`config.mk`:
```
export PLATFORM = sky130hd
export DESIGN_NAME = expr_eval_flat
export DESIGN_NICKNAME = d
export VERILOG_FILES = /design/src/rtl/expr_eval_if.sv /design/src/rtl/expr_eval.sv /design/src/flat_wrapper.sv
export SDC_FILE = /design/constraint.sdc
export NUM_CORES = 1
export LEC_CHECK = 0
export BUFFER_PORTS_ARGS = -buffer_cell sky130_fd_sc_hd__buf_2
export CAP_MARGIN = 20
export CORE_MARGIN = 3
export CORE_UTILIZATION = 25
export DETAILED_ROUTE_END_ITERATION = 8
export GPL_TIMING_DRIVEN = 1
export PLACE_DENSITY = 0.47
export SETUP_SLACK_MARGIN = 0.1
export SLEW_MARGIN = 20
export SYNTH_ARGS = -nofsm -noshare
export SYNTH_HDL_FRONTEND = slang
export SYNTH_SLANG_ARGS = --single-unit
```
`constraint.sdc`:
```
create_clock -name clk -period 8.3 [get_ports clk]
set_clock_uncertainty 0.15 [all_clocks]
set_input_delay 0.83 -clock clk [delete_from_list [all_inputs] [get_ports clk]]
set_output_delay 0.83 -clock clk [all_outputs]
set_load 0.01 [all_outputs]
```
`src/rtl/expr_eval_if.sv`:
```
// Token/result bundle for the expression evaluator: the producer drives tokens,
// the evaluator drives the handshake and the result strobe.
interface expr_eval_if #(
  parameter int DATA_W = 10
);
  logic              en;
  logic [6:0]        variable;
  logic              req;
  logic              valid;
  logic [DATA_W-1:0] answer;
  logic              err;

  modport master (output en, output variable, input req, input valid, input answer, input err);
  modport slave  (input en, input variable, output req, output valid, output answer, output err);
endinterface

```
`src/rtl/expr_eval.sv`:
```
// Infix expression evaluator: ASCII tokens in, one result per '=' out.
// Operand and operator stacks with precedence-driven reduction, one reduction per cycle.
module expr_eval #(
  parameter int DATA_W = 10,
  parameter int DEPTH  = 16
) (
  input  logic        clk,
  input  logic        rst,
  expr_eval_if.slave  bus
);
  localparam int CW = $clog2(DEPTH + 1);
  localparam int IW = (DEPTH > 1) ? $clog2(DEPTH) : 1;

  typedef enum logic [2:0] {INIT, ACCEPT, RED_OP, RED_PAR, RED_ALL, DONE} state_t;
  typedef enum logic [1:0] {OP_LPAR = 2'd0, OP_ADD = 2'd1, OP_SUB = 2'd2, OP_MUL = 2'd3} op_t;
  typedef enum logic [2:0] {TK_DIGIT, TK_OP, TK_LPAR, TK_RPAR, TK_EQ, TK_BAD} tok_t;

  state_t            state_q;
  logic [DATA_W-1:0] opnd_q [DEPTH];
  op_t               oper_q [DEPTH];
  logic [CW-1:0]     ocnt_q;
  logic [CW-1:0]     pcnt_q;
  op_t               lat_q;
  logic              err_flag_q;
  logic              req_q;
  logic              valid_q;
  logic              err_q;
  logic [DATA_W-1:0] answer_q;

  logic [IW-1:0]     otop_s, osec_s, onew_s, ptop_s, pnew_s;
  op_t               top_op_s;
  logic              top_is_op_s, reduce_s, ofull_s, pfull_s;
  logic [DATA_W-1:0] a_s, b_s, red_res_s, digit_s;
  tok_t              tok_kind_s;
  op_t               tok_op_s;

  function automatic logic [1:0] prec(input op_t op);
    return (op == OP_MUL) ? 2'd2 : 2'd1;
  endfunction

  // Stack-top views, reduction result and token decode.
  always_comb begin
    otop_s      = IW'(ocnt_q - CW'(1));
    osec_s      = IW'(ocnt_q - CW'(2));
    onew_s      = IW'(ocnt_q);
    ptop_s      = IW'(pcnt_q - CW'(1));
    pnew_s      = IW'(pcnt_q);
    ofull_s     = (ocnt_q == CW'(DEPTH));
    pfull_s     = (pcnt_q == CW'(DEPTH));
    top_op_s    = oper_q[ptop_s];
    b_s         = opnd_q[otop_s];
    a_s         = opnd_q[osec_s];
    top_is_op_s = (pcnt_q != CW'(0)) && (top_op_s != OP_LPAR);
    digit_s     = DATA_W'(bus.variable[3:0]);

    case (top_op_s)
      OP_ADD:  red_res_s = a_s + b_s;
      OP_SUB:  red_res_s = a_s - b_s;
      OP_MUL:  red_res_s = a_s * b_s;
      default: red_res_s = {DATA_W{1'b0}};
    endcase

    case (state_q)
      RED_OP:  reduce_s = top_is_op_s && (prec(top_op_s) >= prec(lat_q));
      RED_PAR: reduce_s = top_is_op_s;
      RED_ALL: reduce_s = top_is_op_s;
      default: reduce_s = 1'b0;
    endcase

    tok_op_s = OP_ADD;
    case (bus.variable) inside
      [7'h30:7'h39]: tok_kind_s = TK_DIGIT;
      7'h2B:         tok_kind_s = TK_OP;
      7'h2D: begin
        tok_kind_s = TK_OP;
        tok_op_s   = OP_SUB;
      end
      7'h2A: begin
        tok_kind_s = TK_OP;
        tok_op_s   = OP_MUL;
      end
      7'h28:         tok_kind_s = TK_LPAR;
      7'h29:         tok_kind_s = TK_RPAR;
      7'h3D:         tok_kind_s = TK_EQ;
      default:       tok_kind_s = TK_BAD;
    endcase
  end

  // Control FSM, stacks and registered result outputs.
  always_ff @(posedge clk) begin
    if (!rst) begin
      state_q    <= INIT;
      ocnt_q     <= CW'(0);
      pcnt_q     <= CW'(0);
      lat_q      <= OP_ADD;
      err_flag_q <= 1'b0;
      req_q      <= 1'b0;
      valid_q    <= 1'b0;
      err_q      <= 1'b0;
      answer_q   <= {DATA_W{1'b0}};
    end else begin
      valid_q <= 1'b0;
      // With fewer than two operands the pops are skipped and a zero stands in.
      if (reduce_s) begin
        pcnt_q <= pcnt_q - CW'(1);
        if (ocnt_q >= CW'(2)) begin
          opnd_q[osec_s] <= red_res_s;
          ocnt_q         <= ocnt_q - CW'(1);
        end else begin
          err_flag_q <= 1'b1;
          if (!ofull_s) begin
            opnd_q[onew_s] <= {DATA_W{1'b0}};
            ocnt_q         <= ocnt_q + CW'(1);
          end
        end
      end

      case (state_q)
        INIT: begin
          state_q <= ACCEPT;
          req_q   <= 1'b0;
        end
        ACCEPT: begin
          req_q <= 1'b1;
          if (bus.en && req_q) begin
            case (tok_kind_s)
              TK_DIGIT: begin
                if (ofull_s) begin
                  err_flag_q <= 1'b1;
                end else begin
                  opnd_q[onew_s] <= digit_s;
                  ocnt_q         <= ocnt_q + CW'(1);
                end
              end
              TK_LPAR: begin
                if (pfull_s) begin
                  err_flag_q <= 1'b1;
                end else begin
                  oper_q[pnew_s] <= OP_LPAR;
                  pcnt_q         <= pcnt_q + CW'(1);
                end
              end
              TK_OP: begin
                lat_q   <= tok_op_s;
                state_q <= RED_OP;
                req_q   <= 1'b0;
              end
              TK_RPAR: begin
                state_q <= RED_PAR;
                req_q   <= 1'b0;
              end
              TK_EQ: begin
                state_q <= RED_ALL;
                req_q   <= 1'b0;
              end
              default: err_flag_q <= 1'b1;
            endcase
          end
        end
        RED_OP: begin
          if (!reduce_s) begin
            if (pfull_s) begin
              err_flag_q <= 1'b1;
            end else begin
              oper_q[pnew_s] <= lat_q;
              pcnt_q         <= pcnt_q + CW'(1);
            end
            state_q <= ACCEPT;
            req_q   <= 1'b1;
          end
        end
        RED_PAR: begin
          if (!reduce_s) begin
            if (pcnt_q == CW'(0)) begin
              err_flag_q <= 1'b1;
            end else begin
              pcnt_q <= pcnt_q - CW'(1);
            end
            state_q <= ACCEPT;
            req_q   <= 1'b1;
          end
        end
        RED_ALL: begin
          // Not reducing with a non-empty stack means an unmatched '(' is on top.
          if (!reduce_s) begin
            if (pcnt_q != CW'(0)) begin
              pcnt_q     <= pcnt_q - CW'(1);
              err_flag_q <= 1'b1;
            end else begin
              state_q <= DONE;
              valid_q <= 1'b1;
              if (!err_flag_q && (ocnt_q == CW'(1))) begin
                answer_q <= opnd_q[0];
                err_q    <= 1'b0;
              end else begin
                answer_q <= {DATA_W{1'b0}};
                err_q    <= 1'b1;
              end
            end
          end
        end
        DONE: begin
          state_q    <= ACCEPT;
          req_q      <= 1'b1;
          ocnt_q     <= CW'(0);
          pcnt_q     <= CW'(0);
          err_flag_q <= 1'b0;
        end
        default: begin
          state_q <= INIT;
          req_q   <= 1'b0;
        end
      endcase
    end
  end

  assign bus.req    = req_q;
  assign bus.valid  = valid_q;
  assign bus.answer = answer_q;
  assign bus.err    = err_q;
endmodule

```
`src/flat_wrapper.sv`:
```
// flat-port wrapper written by rule: the top's interface ports become plain ports
module expr_eval_flat 
#(
  parameter int DATA_W = 10,
  parameter int DEPTH  = 16
)
  (clk, rst, bus_en, bus_variable, bus_req, bus_valid, bus_answer, bus_err);
  expr_eval_if #(.DATA_W(DATA_W)) bus_i ();
  input  logic clk;
  input  logic rst;
  input wire logic [$bits(bus_i.en)-1:0] bus_en;
  input wire logic [$bits(bus_i.variable)-1:0] bus_variable;
  output wire logic [$bits(bus_i.req)-1:0] bus_req;
  output wire logic [$bits(bus_i.valid)-1:0] bus_valid;
  output wire logic [$bits(bus_i.answer)-1:0] bus_answer;
  output wire logic [$bits(bus_i.err)-1:0] bus_err;
  assign bus_i.en = bus_en;
  assign bus_i.variable = bus_variable;
  assign bus_req = bus_i.req;
  assign bus_valid = bus_i.valid;
  assign bus_answer = bus_i.answer;
  assign bus_err = bus_i.err;
  expr_eval #(.DATA_W(DATA_W), .DEPTH(DEPTH)) u_core (.clk(clk), .rst(rst), .bus(bus_i));
endmodule
```
# Yosys cells after proc, flatten, opt, wreduce, memory -nomap -nowiden
# Memories as Yosys holds them, arrays and structs flattened.
# Index checks and enable logic that the tools add are counted.
# Widths: inputs -> output; s select.
[totals]
elab_cells = 163
register_bits = 29
memories = 2
mem_bits_rw = 192
[memory_table]
columns = ["memory", "depth", "width", "rd", "rd_clocked_by_memory_dff", "wr", "line", "rtl"]
rows = [
  ["u_core.opnd_q", 16, 10, 3, 0, 1, "expr_eval.sv:19", "logic [DATA_W-1:0] opnd_q [DEPTH];"],
  ["u_core.oper_q", 16, 2, 1, 0, 1, "expr_eval.sv:20", "op_t oper_q [DEPTH];"],
]
[classes]
n_eq_ne = 27
add_sub_neg = 7
n_mul = 1
muxes = 86
bitwise = 6
n_reduce_logical = 21
magnitude_cmp = 4
[op_table]
columns = ["op", "count"]
rows = [
  ["$mux 5", 15],
  ["$eq 7x6->1 const B", 6],
  ["$mux 1", 41],
  ["$mux 10", 3],
  ["$mux 3", 10],
  ["$pmux 10 s3", 1],
  ["$pmux 5 s5", 1],
  ["$mux 2", 7],
  ["$eq 3x2->1 const B", 4],
  ["$pmux 3 s4", 1],
  ["$add 10x10->10", 1],
  ["$add 5x1->5 const B", 2],
  ["$eq 5x5->1 const B", 2],
  ["$mul 10x10->10", 1],
  ["$pmux 5 s2", 1],
  ["$reduce_or 10->1", 1],
  ["$sub 10x10->10", 1],
  ["$sub 5x1->5 const B", 2],
  ["$eq 3x3->1 const B", 3],
  ["$pmux 3 s3", 1],
  ["$ge 7x6->1 const B", 1],
  ["$le 7x6->1 const B", 1],
  ["$eq 2x2->1 const B", 3],
  ["$eq 3x1->1 const B", 2],
  ["other kinds (26)", 41],
]

# Logic depth before layout (Yosys ltp)
[depth]
ltp_word = 17
ltp_mapped = 29
mapped_depth_nobuf = 25

# Least setup slack after synthesis
# No wires, ideal clock.
[synth_path]
path_kind = "register to register"
startpoint = "reg u_core.ocnt_q[1]"
endpoint = "mem u_core.opnd_q[0][9] (data pin)"
required_ps = 7856
arrival_ps = 6901
stages_incl_launch_ff = 25
path_buffers = 3
slack_ps = 954
cell_sequence = "dfxtp_1 > clkbuf_1 > clkinv_1 > ha_1 > buf_6 > mux4_2 > mux4_2 > clkbuf_1 > nand2_1 > fa_1 > inv_1 > fa_1 > ha_1 > fa_1 > inv_1 > fa_1 > inv_1 > ha_1 > a21oi_1 > o21bai_1 > a21oi_1 > xnor2_1 > xnor2_1 > xnor2_1 > o22ai_1"
[synth_between]
elab_chain_cells = 10
[synth_lines]
columns = ["element", "line", "rtl"]
rows = [
  ["from (decl)", "expr_eval.sv:21", "logic [CW-1:0] ocnt_q;"],
  ["from (signal assigned)", "expr_eval.sv:108", "ocnt_q <= ocnt_q - CW'(1);"],
  ["from (signal assigned)", "expr_eval.sv:113", "ocnt_q <= ocnt_q + CW'(1);"],
  ["from (signal assigned)", "expr_eval.sv:132", "ocnt_q <= ocnt_q + CW'(1);"],
  ["parallel branches: the longest is 9 deep, another holds $mem_v2 16x10", "--", ""],
  ["$mux 10 (no source line) *", "--", ""],
  ["to (decl)", "expr_eval.sv:19", ""],
]
# Mark *: on every way between the ends.

# Final worst setup path
[layout_path]
startpoint = "reg u_core.ocnt_q[1]"
endpoint = "mem u_core.opnd_q[14][9] (data pin)"
# The elaborated chain is that of the path after synthesis.

==> results by group <==
Outcome
  – Status: finished, final reports clean

Timing
  – Fmax: 132 MHz
  – Setup-failing EPs final: 0
  – Pin slew with the least headroom to its limit: 1.03 ns
  – Final TNS setup: 0 ns
  – Max-slew violations: 0
  – Final Hold Vio Count: 0
  – Period utilization: 91.3%
  – Final min period: 7.58 ns
  – RSZ-0062 raised after global routing: no
  – Slew HR: 31.3%

Global routing
  – Grt total ovfl: 0
  – Vias in the first global route: 8799
  – Total global-route track usage: 13.0%
  – First-pass GRT wire length: 55700 um
  – Largest net degree at the start of global routing: 84
  – Initial antenna violation count: 0

Layout
  – Antenna cells: 0
  – Final core utilization: 29.3%
  – Share of layout cells above drive strength 1: 21.6%
  – Synth-to-layout area growth: 14.9%
  – Most frequent cells in the layout: 192 x edfxtp_1, 99 x nand2_1, 94 x mux4_2
  – FILL cells: 5161
  – Nets@finish: 1124
  – Commonest non-fill, non-tap cell in the layout: edfxtp_1
  – Fin cells: 1747
  – Finished Cell Area: 15200 um^2

Run
  – Max Cap Viol: 0

Floorplan
  – Core ar.: 51800 um^2
  – Die Span Y: 236 um
  – Rows: 83
  – Boundary pin count: 23
  – Die Width: 236 um
  – Die area: 55700 um^2
  – Starting Density: 25.5%

Routing
  – WL/cell: 20.9 um
  – Pre-antenna DRT Iters: 5
  – Routed vias: 8637
  – Antenna viol nets, final: 0
  – DR DRC count: 0
  – Iter 0 DRT Violations: 766
  – Routed wire length: 36600 um
  – Vias per cell: 4.94

Yosys
  – Post-Synthesis Cells: 1023
  – Synth warnings: 0
  – Sequential-to-total area share from yosys stat: 48.0%
  – Mapped Area: 13200 um^2
  – Syn Area/Cell: 12.9 um^2
  – Post-synth top area share: 43.6%
  – Ys async rst share: 0%
  – Mapped Nets: 1101
  – Synth area leaders: edfxtp_1 44%, mux4_2 16%, dfxtp_1 4.4%
  – Post-synth top area cell: edfxtp_1
  – #FFs+latches synth: 221
  – Synth Flop Type: edfxtp_1
  – Netlist cell types: 73
  – EDFF count, synth: 192

Worst setup path
  – Crit path launch type: register
  – Flop2flop setup slack: 0.72 ns
  – Kind of critical path: reg2reg
  – Reg2reg end: u_core.opnd_q[14][9]$_DFFE_PP_
  – R2r worst-path depth: 26
  – Crit path capture type: register
  – CP max stage delay: 0.79 ns
  – Buf/Inv on CP: 7
  – Top Family by Delay on Critical Path: adder cells
  – Worst path slowest cell: ha_1
  – Reg-to-Reg Start: u_core.ocnt_q[1]$_SDFF_PN0_
  – Worst path required time: 8.44 ns
  – Crit-path max FO: 16
  – Data arrival time of the worst path: 7.73 ns

Clock tree
  – Clock Pin Slew Worst Setup and Hold Paths: 0.06 ns
  – Post-CTS Hold Buffers: 0
  – Root Driver: clkbuf_16
  – CTS Buf Count: 27
  – Clk Latency, worst-skew pair: 0.56 ns
  – Setup Buffers After CTS: 0
  – Post-cts sizing count: 0
  – Clock Sink Count: 221
  – Clock buffer depth: 3
  – H-tree Lvls: 1
  – CTS tree: done

Hold path
  – Hold Path Depth: 2
  – Hold Path Class: reg2reg
  – Hold Startpoint: u_core.bus.answer[7]$_SDFFE_PN0P_
  – Hold Path Sink: u_core.bus.answer[7]$_SDFFE_PN0P_

Placed design
  – Placed Area: 14200 um^2
  – Placed cells: 1697
  – Gp weighted congestion: 0.798
  – IO Port Bufs: 22
  – Hpwl dp: 24800 um
-- cells by family (layout without fill, tap and decap cells) --
kind of cell	after synthesis	count (layout)	share of synthesized area (%)
mux	118	118	19.2
simple gates	289	289	9.61
xor+xnor	58	58	4.12
buf+inv	112	156	3.59
flops	221	221	48.0
compound gates	153	153	7.53
fa+ha+maj	72	72	7.99
-- worst register-to-register path: stages (launching register included) --
cell and delay (ns):
dfxtp_2 0.33, clkinv_1 0.33, ha_1 0.79, buf_4 0.33
mux4_2 0.22, mux2i_1 0.07, o21ai_0 0.79, nand2_1 0.20
fa_1 0.59, inv_1 0.04, ha_1 0.28, ha_1 0.28
inv_1 0.05, fa_1 0.53, inv_1 0.05, fa_1 0.47
ha_1 0.33, inv_1 0.08, o21bai_1 0.08, a21oi_1 0.23
o21bai_1 0.09, a21oi_1 0.22, xnor2_1 0.17, xnor2_1 0.15
xnor2_1 0.15, o22ai_1 0.10, buf_4 0.20
-- sequential cells by signal (all words and copies together) (netlist names) --
name and cells:
u_core.opnd_q 160, u_core.oper_q 32, u_core.bus.answer 10, u_core.ocnt_q 5, u_core.pcnt_q 5, u_core.state_q 3, u_core.lat_q 2, u_core.bus.err 1
u_core.bus.req 1, u_core.bus.valid 1, u_core.err_flag_q 1
-- how the worst max path moves through the flow --
stage	from	end	cells past startpoint
final	u_core.ocnt_q[1]$_SDFF_PN0_	u_core.opnd_q[14][9]$_DFFE_PP_	26
after global routing	u_core.ocnt_q[1]$_SDFF_PN0_	u_core.opnd_q[14][9]$_DFFE_PP_	26
after CTS	u_core.ocnt_q[1]$_SDFF_PN0_	u_core.opnd_q[0][7]$_DFFE_PP_	21
after detailed placement	u_core.ocnt_q[1]$_SDFF_PN0_	u_core.opnd_q[0][7]$_DFFE_PP_	21
after global placement	u_core.ocnt_q[1]$_SDFF_PN0_	u_core.opnd_q[0][7]$_DFFE_PP_	21
after floorplan	u_core.ocnt_q[1]$_SDFF_PN0_	u_core.opnd_q[0][9]$_DFFE_PP_	24
-- Yosys cell counts, types with 9 or more instances --
| cell | count |
|---|---|
| edfxtp_1 | 192 |
| nor2_1 | 103 |
| nand2_1 | 99 |
| mux4_2 | 94 |
| inv_1 | 52 |
| ha_1 | 46 |
| xnor2_1 | 45 |
| a21oi_1 | 41 |
| clkbuf_1 | 39 |
| o21ai_0 | 32 |
| dfxtp_1 | 29 |
| fa_1 | 22 |
| nor3_1 | 18 |
| a22oi_1 | 16 |
| and2_1 | 15 |
| nand3_1 | 15 |
| nand2b_1 | 11 |
| xor2_1 | 11 |
| buf_2 | 10 |
| mux4_1 | 10 |
| mux2i_1 | 9 |
-- layer usage --
layer  up-vias  wire length, um  track usage (%)
met3        58             1990             1.82
met5         -                0                0
li1       3913                -                -
met1      4423            16700             18.2
met2       243            17000             20.8
met4         0              842             3.80
-- final cells by class --
type | count | area, um^2 | share of cell area [%]
inverter | 56 | 215 | 1.42
tap | 680 | 851 | 5.60
multi-input combinational | 690 | 6470 | 42.5
clock inverter | 14 | 223 | 1.47
clock buffer | 36 | 749 | 4.93
sequential | 221 | 6350 | 41.8
timing repair buffer | 50 | 345 | 2.27
-- through the flow --
step | worst slack (ns) | hold slack [ns]
after floorplan | 0.954 | 0.343
after global placement | 0.857 | 0.340
after detailed placement | 0.685 | 0.350
after CTS | 0.639 | 0.366
after global routing | 0.270 | 0.394
final | 0.718 | 0.359
Power is not shown: default switching activity piles up to over one toggle a cycle in this logic, so the estimate is an artifact.
